===== src/rtl/ppu_pkg.sv =====
`default_nettype none
//==============================================================================
// Module   : ppu_pkg
// Brief    : Shared NES frame, video-buffer and default LCD timing constants.
// Revision : 1.0
//==============================================================================
package ppu_pkg;

    localparam int c_NES_W       = 256;
    localparam int c_NES_H       = 240;
    localparam int c_BUF_SEL_BIT = 16;
    localparam int c_RADDR_W     = c_BUF_SEL_BIT + 1;

    localparam int c_H_SYNC = 48;
    localparam int c_H_BP   = 88;
    localparam int c_H_ACT  = 800;
    localparam int c_H_FP   = 40;
    localparam int c_V_SYNC = 3;
    localparam int c_V_BP   = 32;
    localparam int c_V_ACT  = 480;
    localparam int c_V_FP   = 10;
    localparam int c_X_OFF  = 144;
    localparam int c_RD_LAT = 2;

    // Sync flags are stored active-high so a cleared stage means "idle".
    typedef struct packed {
        logic hs_act;
        logic vs_act;
        logic de;
        logic win;
    } ctl_t;

    typedef struct packed {
        logic [7:0] r;
        logic [7:0] g;
        logic [7:0] b;
    } rgb_t;

endpackage
`default_nettype wire


===== src/rtl/nes_palette_rgb.sv =====
`default_nettype none
//==============================================================================
// Module   : nes_palette_rgb
// Brief    : Combinational 2C02 palette lookup, 6-bit index to RGB888.
// Revision : 1.0
//==============================================================================
module nes_palette_rgb
    import ppu_pkg::*;
(
    input  logic [5:0] i_idx,
    output rgb_t       o_rgb
);

    logic [23:0] w_rgb;

    always_comb begin
        w_rgb = 24'h000000;
        case (i_idx)
            6'h00: w_rgb = 24'h7C7C7C;
            6'h01: w_rgb = 24'h0000FC;
            6'h02: w_rgb = 24'h0000BC;
            6'h03: w_rgb = 24'h4428BC;
            6'h04: w_rgb = 24'h940084;
            6'h05: w_rgb = 24'hA80020;
            6'h06: w_rgb = 24'hA81000;
            6'h07: w_rgb = 24'h881400;
            6'h08: w_rgb = 24'h503000;
            6'h09: w_rgb = 24'h007800;
            6'h0A: w_rgb = 24'h006800;
            6'h0B: w_rgb = 24'h005800;
            6'h0C: w_rgb = 24'h004058;
            6'h10: w_rgb = 24'hBCBCBC;
            6'h11: w_rgb = 24'h0078F8;
            6'h12: w_rgb = 24'h0058F8;
            6'h13: w_rgb = 24'h6844FC;
            6'h14: w_rgb = 24'hD800CC;
            6'h15: w_rgb = 24'hE40058;
            6'h16: w_rgb = 24'hF83800;
            6'h17: w_rgb = 24'hE45C10;
            6'h18: w_rgb = 24'hAC7C00;
            6'h19: w_rgb = 24'h00B800;
            6'h1A: w_rgb = 24'h00A800;
            6'h1B: w_rgb = 24'h00A844;
            6'h1C: w_rgb = 24'h008888;
            6'h20: w_rgb = 24'hF8F8F8;
            6'h21: w_rgb = 24'h3CBCFC;
            6'h22: w_rgb = 24'h6888FC;
            6'h23: w_rgb = 24'h9878F8;
            6'h24: w_rgb = 24'hF878F8;
            6'h25: w_rgb = 24'hF85898;
            6'h26: w_rgb = 24'hF87858;
            6'h27: w_rgb = 24'hFCA044;
            6'h28: w_rgb = 24'hF8B800;
            6'h29: w_rgb = 24'hB8F818;
            6'h2A: w_rgb = 24'h58D854;
            6'h2B: w_rgb = 24'h58F898;
            6'h2C: w_rgb = 24'h00E8D8;
            6'h2D: w_rgb = 24'h787878;
            6'h30: w_rgb = 24'hFCFCFC;
            6'h31: w_rgb = 24'hA4E4FC;
            6'h32: w_rgb = 24'hB8B8F8;
            6'h33: w_rgb = 24'hD8B8F8;
            6'h34: w_rgb = 24'hF8B8F8;
            6'h35: w_rgb = 24'hF8A4C0;
            6'h36: w_rgb = 24'hF0D0B0;
            6'h37: w_rgb = 24'hFCE0A8;
            6'h38: w_rgb = 24'hF8D878;
            6'h39: w_rgb = 24'hD8F878;
            6'h3A: w_rgb = 24'hB8F8B8;
            6'h3B: w_rgb = 24'hB8F8D8;
            6'h3C: w_rgb = 24'h00FCFC;
            6'h3D: w_rgb = 24'hF8D8F8;
            default: w_rgb = 24'h000000;
        endcase
    end

    assign o_rgb = w_rgb;

endmodule
`default_nettype wire


===== src/rtl/lcd_vbuf_scanout.sv =====
`default_nettype none
//==============================================================================
// Module   : lcd_vbuf_scanout
// Brief    : LCD raster timing, 2x-scaled video-buffer scan-out and palette RGB.
// Revision : 1.0
//==============================================================================
module lcd_vbuf_scanout
    import ppu_pkg::*;
#(
    parameter int H_SYNC = c_H_SYNC,
    parameter int H_BP   = c_H_BP,
    parameter int H_ACT  = c_H_ACT,
    parameter int H_FP   = c_H_FP,
    parameter int V_SYNC = c_V_SYNC,
    parameter int V_BP   = c_V_BP,
    parameter int V_ACT  = c_V_ACT,
    parameter int V_FP   = c_V_FP,
    parameter int X_OFF  = c_X_OFF,
    parameter int RD_LAT = c_RD_LAT
) (
    input  logic                 i_lcd_clk,
    input  logic                 i_rstn,
    input  logic                 i_wr_buf,
    output logic [c_RADDR_W-1:0] o_raddr,
    input  logic [7:0]           i_rdata,
    output logic                 o_lcd_hs,
    output logic                 o_lcd_vs,
    output logic                 o_lcd_de,
    output logic [7:0]           o_lcd_r,
    output logic [7:0]           o_lcd_g,
    output logic [7:0]           o_lcd_b
);

    localparam int c_H_TOTAL  = H_SYNC + H_BP + H_ACT + H_FP;
    localparam int c_V_TOTAL  = V_SYNC + V_BP + V_ACT + V_FP;
    localparam int c_HA_START = H_SYNC + H_BP;
    localparam int c_VA_START = V_SYNC + V_BP;
    localparam int c_WIN_W    = 2 * c_NES_W;
    localparam int c_HW       = $clog2(c_H_TOTAL);
    localparam int c_VW       = $clog2(c_V_TOTAL);

    logic [c_HW-1:0] r_hcnt;
    logic [c_VW-1:0] r_vcnt;
    logic            r_rd_buf;
    logic [15:0]     w_hpos;
    logic [15:0]     w_vpos;
    logic [15:0]     w_ax;
    logic [15:0]     w_ay;
    logic [7:0]      w_x;
    logic [7:0]      w_y;
    logic [5:0]      w_idx;
    ctl_t            w_ctl;
    ctl_t            w_ctl_out;
    ctl_t [RD_LAT:0] r_pipe;
    rgb_t            w_pal;

    always_ff @(posedge i_lcd_clk) begin
        if (!i_rstn) begin
            r_hcnt <= '0;
            r_vcnt <= '0;
        end else if (r_hcnt == c_HW'(c_H_TOTAL - 1)) begin
            r_hcnt <= '0;
            r_vcnt <= (r_vcnt == c_VW'(c_V_TOTAL - 1)) ? '0 : r_vcnt + c_VW'(1);
        end else begin
            r_hcnt <= r_hcnt + c_HW'(1);
        end
    end

    assign w_hpos = 16'(r_hcnt);
    assign w_vpos = 16'(r_vcnt);
    assign w_ax   = w_hpos - 16'(c_HA_START);
    assign w_ay   = w_vpos - 16'(c_VA_START);
    assign w_x    = 8'((w_ax - 16'(X_OFF)) >> 1);
    assign w_y    = 8'(w_ay >> 1);

    always_comb begin
        w_ctl        = '0;
        w_ctl.hs_act = (w_hpos < 16'(H_SYNC));
        w_ctl.vs_act = (w_vpos < 16'(V_SYNC));
        w_ctl.de     = (w_hpos >= 16'(c_HA_START)) && (w_hpos < 16'(c_HA_START + H_ACT)) &&
                       (w_vpos >= 16'(c_VA_START)) && (w_vpos < 16'(c_VA_START + V_ACT));
        w_ctl.win    = w_ctl.de && (w_ax >= 16'(X_OFF)) && (w_ax < 16'(X_OFF + c_WIN_W));
    end

    // Buffer select only changes at the very first clock of a frame, so a
    // PPU swap can never tear the picture being scanned out.
    always_ff @(posedge i_lcd_clk) begin
        if (!i_rstn) begin
            r_rd_buf <= 1'b0;
        end else if ((r_hcnt == '0) && (r_vcnt == '0)) begin
            r_rd_buf <= ~i_wr_buf;
        end
    end

    always_ff @(posedge i_lcd_clk) begin
        if (!i_rstn) begin
            o_raddr <= '0;
        end else if (w_ctl.win) begin
            o_raddr <= {r_rd_buf, w_y, w_x};
        end
    end

    // Stage 0 tracks the address register, stages 1..RD_LAT the RAM latency.
    always_ff @(posedge i_lcd_clk) begin
        if (!i_rstn) begin
            r_pipe <= '0;
        end else begin
            r_pipe[0] <= w_ctl;
            for (int i = 1; i <= RD_LAT; i++) begin
                r_pipe[i] <= r_pipe[i-1];
            end
        end
    end

    assign w_ctl_out = r_pipe[RD_LAT];
    assign w_idx     = 6'(i_rdata);

    nes_palette_rgb u_palette (
        .i_idx (w_idx),
        .o_rgb (w_pal)
    );

    always_ff @(posedge i_lcd_clk) begin
        if (!i_rstn) begin
            o_lcd_hs                     <= 1'b1;
            o_lcd_vs                     <= 1'b1;
            o_lcd_de                     <= 1'b0;
            {o_lcd_r, o_lcd_g, o_lcd_b}  <= '0;
        end else begin
            o_lcd_hs                     <= ~w_ctl_out.hs_act;
            o_lcd_vs                     <= ~w_ctl_out.vs_act;
            o_lcd_de                     <= w_ctl_out.de;
            {o_lcd_r, o_lcd_g, o_lcd_b}  <= w_ctl_out.win ? w_pal : '0;
        end
    end

endmodule
`default_nettype wire


===== config.mk =====
export PLATFORM = sky130hd
export DESIGN_NAME = lcd_vbuf_scanout
export DESIGN_NICKNAME = d
export VERILOG_FILES = /design/src/rtl/ppu_pkg.sv /design/src/rtl/nes_palette_rgb.sv /design/src/rtl/lcd_vbuf_scanout.sv
export SDC_FILE = /design/constraint.sdc
export NUM_CORES = 1
export LEC_CHECK = 0
export BUFFER_PORTS_ARGS = -buffer_cell sky130_fd_sc_hd__buf_2
export CORE_MARGIN = 4
export CORE_UTILIZATION = 30
export CTS_BUF_LIST = sky130_fd_sc_hd__clkbuf_4 sky130_fd_sc_hd__clkbuf_8
export DETAILED_ROUTE_END_ITERATION = 6
export PLACE_DENSITY = 0.47
export RECOVER_POWER = 25
export SLEW_MARGIN = 0
export SYNTH_ARGS = -nofsm -noshare
export SYNTH_HDL_FRONTEND = slang
export SYNTH_HIERARCHICAL = 1
export SYNTH_SLANG_ARGS = --single-unit
export TNS_END_PERCENT = 10

===== constraint.sdc =====
create_clock -name i_lcd_clk -period 4 [get_ports i_lcd_clk]
set_input_delay 0.2 -clock i_lcd_clk [delete_from_list [all_inputs] [get_ports i_lcd_clk]]
set_output_delay 0.2 -clock i_lcd_clk [all_outputs]
set_load 0.02 [all_outputs]

==> summary.md <==
| Metric | Value |
|---|---|
| Max IR drop VDD | `around 0.00013 V` |
| Post-route clock period utilization | `0.717` |
| Rows | `45` |
| Hold Buf Count CTS | `0` |
| Failing checks | `capacitance limit, slew limit` |
| TritonCTS clock tree | `done` |
| Main combinational cell family by area after synthesis | `simple AND/OR/NAND/NOR gates` |
| Initial antenna violation count | `0` |
| Synth Area in Compound Gates | `0.206` |
| Register bit total from synthesis | `77` |
| Total grt overflow | `0` |
| IO buf count | `52` |
| Total chip power | `between 0.0015 and 0.002 W` |
| EDFF count, synth | `0` |
| Detailed Routing Iterations Pass 1 | `5` |
| Min-Delay Path Class | `primary input to flip-flop` |
| Register area share after synthesis | `0.334` |
| PwrDens | `approximately 320 mW/mm^2` |
| DIE WIDTH | `132 um` |
| H-tree depth | `3` |
| Via count | `4187` |
| Minimum hold slack | `170 ps` |
| GPL Wtd Cong | `0.882` |
| Multiplexer area fraction after synthesis | `0.0336` |
| Share of cells above drive strength 1 | `0.124` |
| Vias in the first global route | `4006` |
| CTS buffer count | `9` |
| Worst-path maximum fanout | `14` |
| Cells after synthesis | `570` |
| Synth Area in Adders | `0.0488` |
| Mapped Area | `0.00461 mm^2` |
| Crit Path Class | `flip-flop to flip-flop` |
| Final setup vio count | `0` |
| First-pass GRT wire length | `21000 um` |
| DRC | `0` |
| Die Span Y | `about 130 um` |
| Most frequent cells in the layout | `dfxtp_1 (77), nand2_1 (52), nor2_1 (49), a21oi_1 (35), buf_2 (35)` |
| Post-route cell area | `0.00505 mm^2` |
| Fillcell total | `1619` |
| Worst rel slew slack | `-0.0771` |
| Crit path DAT | `3170 ps` |
| Hold Vio Cnt, Final | `0` |
| YS warnings | `6` |
| Worst slew pin tran | `1620 ps` |
| Req. time, crit path | `4300 ps` |
| DP Area | `slightly below 0.005 mm^2` |
| Clock latency at the later pin of the worst-skew pair | `360 ps` |
| Setup TNS | `0 ps` |
| Largest net degree at the start of global routing | `54` |
| Outcome | `complete, but fails checks` |
| Sink Count | `77` |
| Final WL | `12900 um` |
| Simple-gate portion of the synthesized area | `0.258` |
| Fin crit period | `2870 ps` |
| Max Transition Viols Final | `44` |
| Die ar. | `0.0174 mm^2` |
| Met1 Routed Length | `6020 um` |
| Lkg Pwr | `2.07 nW` |
| Clk buf depth | `2` |
| Core footprint | `0.0151 mm^2` |
| Max layer used | `met4` |
| Post-CTS resize count | `0` |
| Synth Flop Type | `dfxtp_1` |
| Iteration-0 DRC Markers | `331` |
| Final HPWL DP | `~9100 um` |
| Most common cell after layout, fill and taps aside | `dfxtp_1` |
| Post-synth ARST share | `0` |
| Worst-path clk slew | `90 ps` |
| CP Launch Type | `flip-flop` |
| Routed wire per std cell | `16.6 um` |
| Reg2reg setup slack | `between 1000 and 1500 ps` |
| Non-filler cells, final | `777` |
| Initial core utilization | `0.305` |
| Unrepaired setup endpoints after global routing | `false` |
| Root Driver | `clkbuf_8` |
| Clock Skew | `roughly 12 ps` |
| Antenna diodes | `0` |
| Fmax | `349 MHz` |
| CP Capture Type | `flip-flop` |
| XOR/XNOR Fraction of Synth Area | `0.0456` |
| Routed Antenna Nets | `0` |
| Routed length on met2 | `~6000 um` |
| Synth cell types | `79` |
| Number of I/O pins | `55` |
| Maximum Capacitance Violations | `1` |
| Routed wl met3 | `579 um` |
| # nets final | `roughly 610` |
| Dpl cells | `761` |
| Syn-to-layout area delta | `9.46%` |
| Via/cell ratio | `5.39` |
| Postcts setup bufs | `0` |
| Total Routing Usage GR | `0.147` |
| Mapped Avg Cell Area | `8.10 um^2` |
-- registers in the layout, summed over array words and instances (netlist names) --
signal / flops
r_vcnt: 10
r_hcnt: 10
o_raddr: 17
o_lcd_r: 8
o_lcd_vs: 1
o_lcd_b: 8
o_lcd_g: 8
o_lcd_de: 1
r_pipe: 12
r_rd_buf: 1
o_lcd_hs: 1
-- routing by layer --
metal,global-route usage,vias to the layer above
li1,-,2041
met1,0.194,2001
met2,0.229,115
met3,0.0336,30
met4,0.0648,0
met5,0,-
-- power by group --
part | switching, W | internal [W] | leakage, nW | total (W)
combinational | 0.000127 | 0.0000645 | 1.35 | 0.000191
clock | 0.000327 | 0.000297 | 0.0980 | 0.000623
sequential | 0.00000566 | 0.000773 | 0.623 | 0.000778
total | 0.000459 | 0.00113 | 2.07 | 0.00159
-- cell usage after synthesis, drive strengths merged, types with 4 or more instances --
| cell type | count | area [um^2] |
|---|---|---|
| a211oi | 9 | 82.6 |
| a21oi | 35 | 175 |
| a31oi | 5 | 31.3 |
| and2 | 11 | 68.8 |
| and3 | 26 | 163 |
| buf | 28 | 165 |
| clkbuf | 27 | 101 |
| dfxtp | 77 | 1540 |
| ha | 18 | 225 |
| inv | 19 | 71.3 |
| mux2i | 11 | 110 |
| nand2 | 53 | 201 |
| nand2b | 9 | 56.3 |
| nand3 | 20 | 100 |
| nand4 | 5 | 31.3 |
| nor2 | 50 | 195 |
| nor2b | 10 | 62.6 |
| nor3 | 10 | 50.1 |
| nor4 | 6 | 37.5 |
| o211a | 4 | 40.0 |
| o21ai | 30 | 150 |
| o31ai | 4 | 30.0 |
| or3 | 4 | 25.0 |
| or3b | 4 | 37.5 |
| or4 | 4 | 30.0 |
| xnor2 | 18 | 158 |
| xor2 | 6 | 52.6 |
-- cell families after synthesis --
family                   Yosys count
AO/OA/AOI/OAI                    136
AND/OR/NAND/NOR                  226
XOR/XNOR                          24
adder cells (fa/ha/maj)           18
flip-flops                        77
other                              1
multiplexers                      14
buffers and inverters             74
-- final cells by class --
class	instances	area, um^2	area share
clock inverters	7	82.6	0.0163
clock buffers	9	124	0.0245
multi-input cells	424	2750	0.545
flip-flops and latches	77	1540	0.305
inverters	19	71.3	0.0141
repair buffers	53	243	0.0481
well taps	188	235	0.0466
-- path summary, 6_finish.rpt --
kind,end,depth (start not counted),startpoint
worst max-delay path,o_raddr[9]$_SDFFE_PN0P_,10,r_hcnt[3]$_SDFF_PP0_
worst min-delay path,r_rd_buf$_SDFFE_PN0P_,4,i_wr_buf
worst max register to register,o_raddr[9]$_SDFFE_PN0P_,10,r_hcnt[3]$_SDFF_PP0_
worst min register to register,o_lcd_vs$_SDFF_PN1_,1,r_pipe[10]$_SDFF_PN0_
-- worst max-delay path: stages (launching register included) --
cell and delay [ps]:
dfxtp_1 530, inv_1 140, ha_1 310, xnor2_1 260
ha_1 260, nor2b_1 60, o21ai_0 200, o221ai_2 130
nand3b_4 240, nor2_4 440, a41o_1 250
-- per-stage QoR --
stage                      util  setup WS, ps
after global routing      0.333           841
after detailed placement  0.322          1090
final                     0.333          1130
after global placement    0.322          1210
after floorplan               -          1760
after CTS                 0.335          1080
Note: power is estimated with default switching activity, not from simulation.
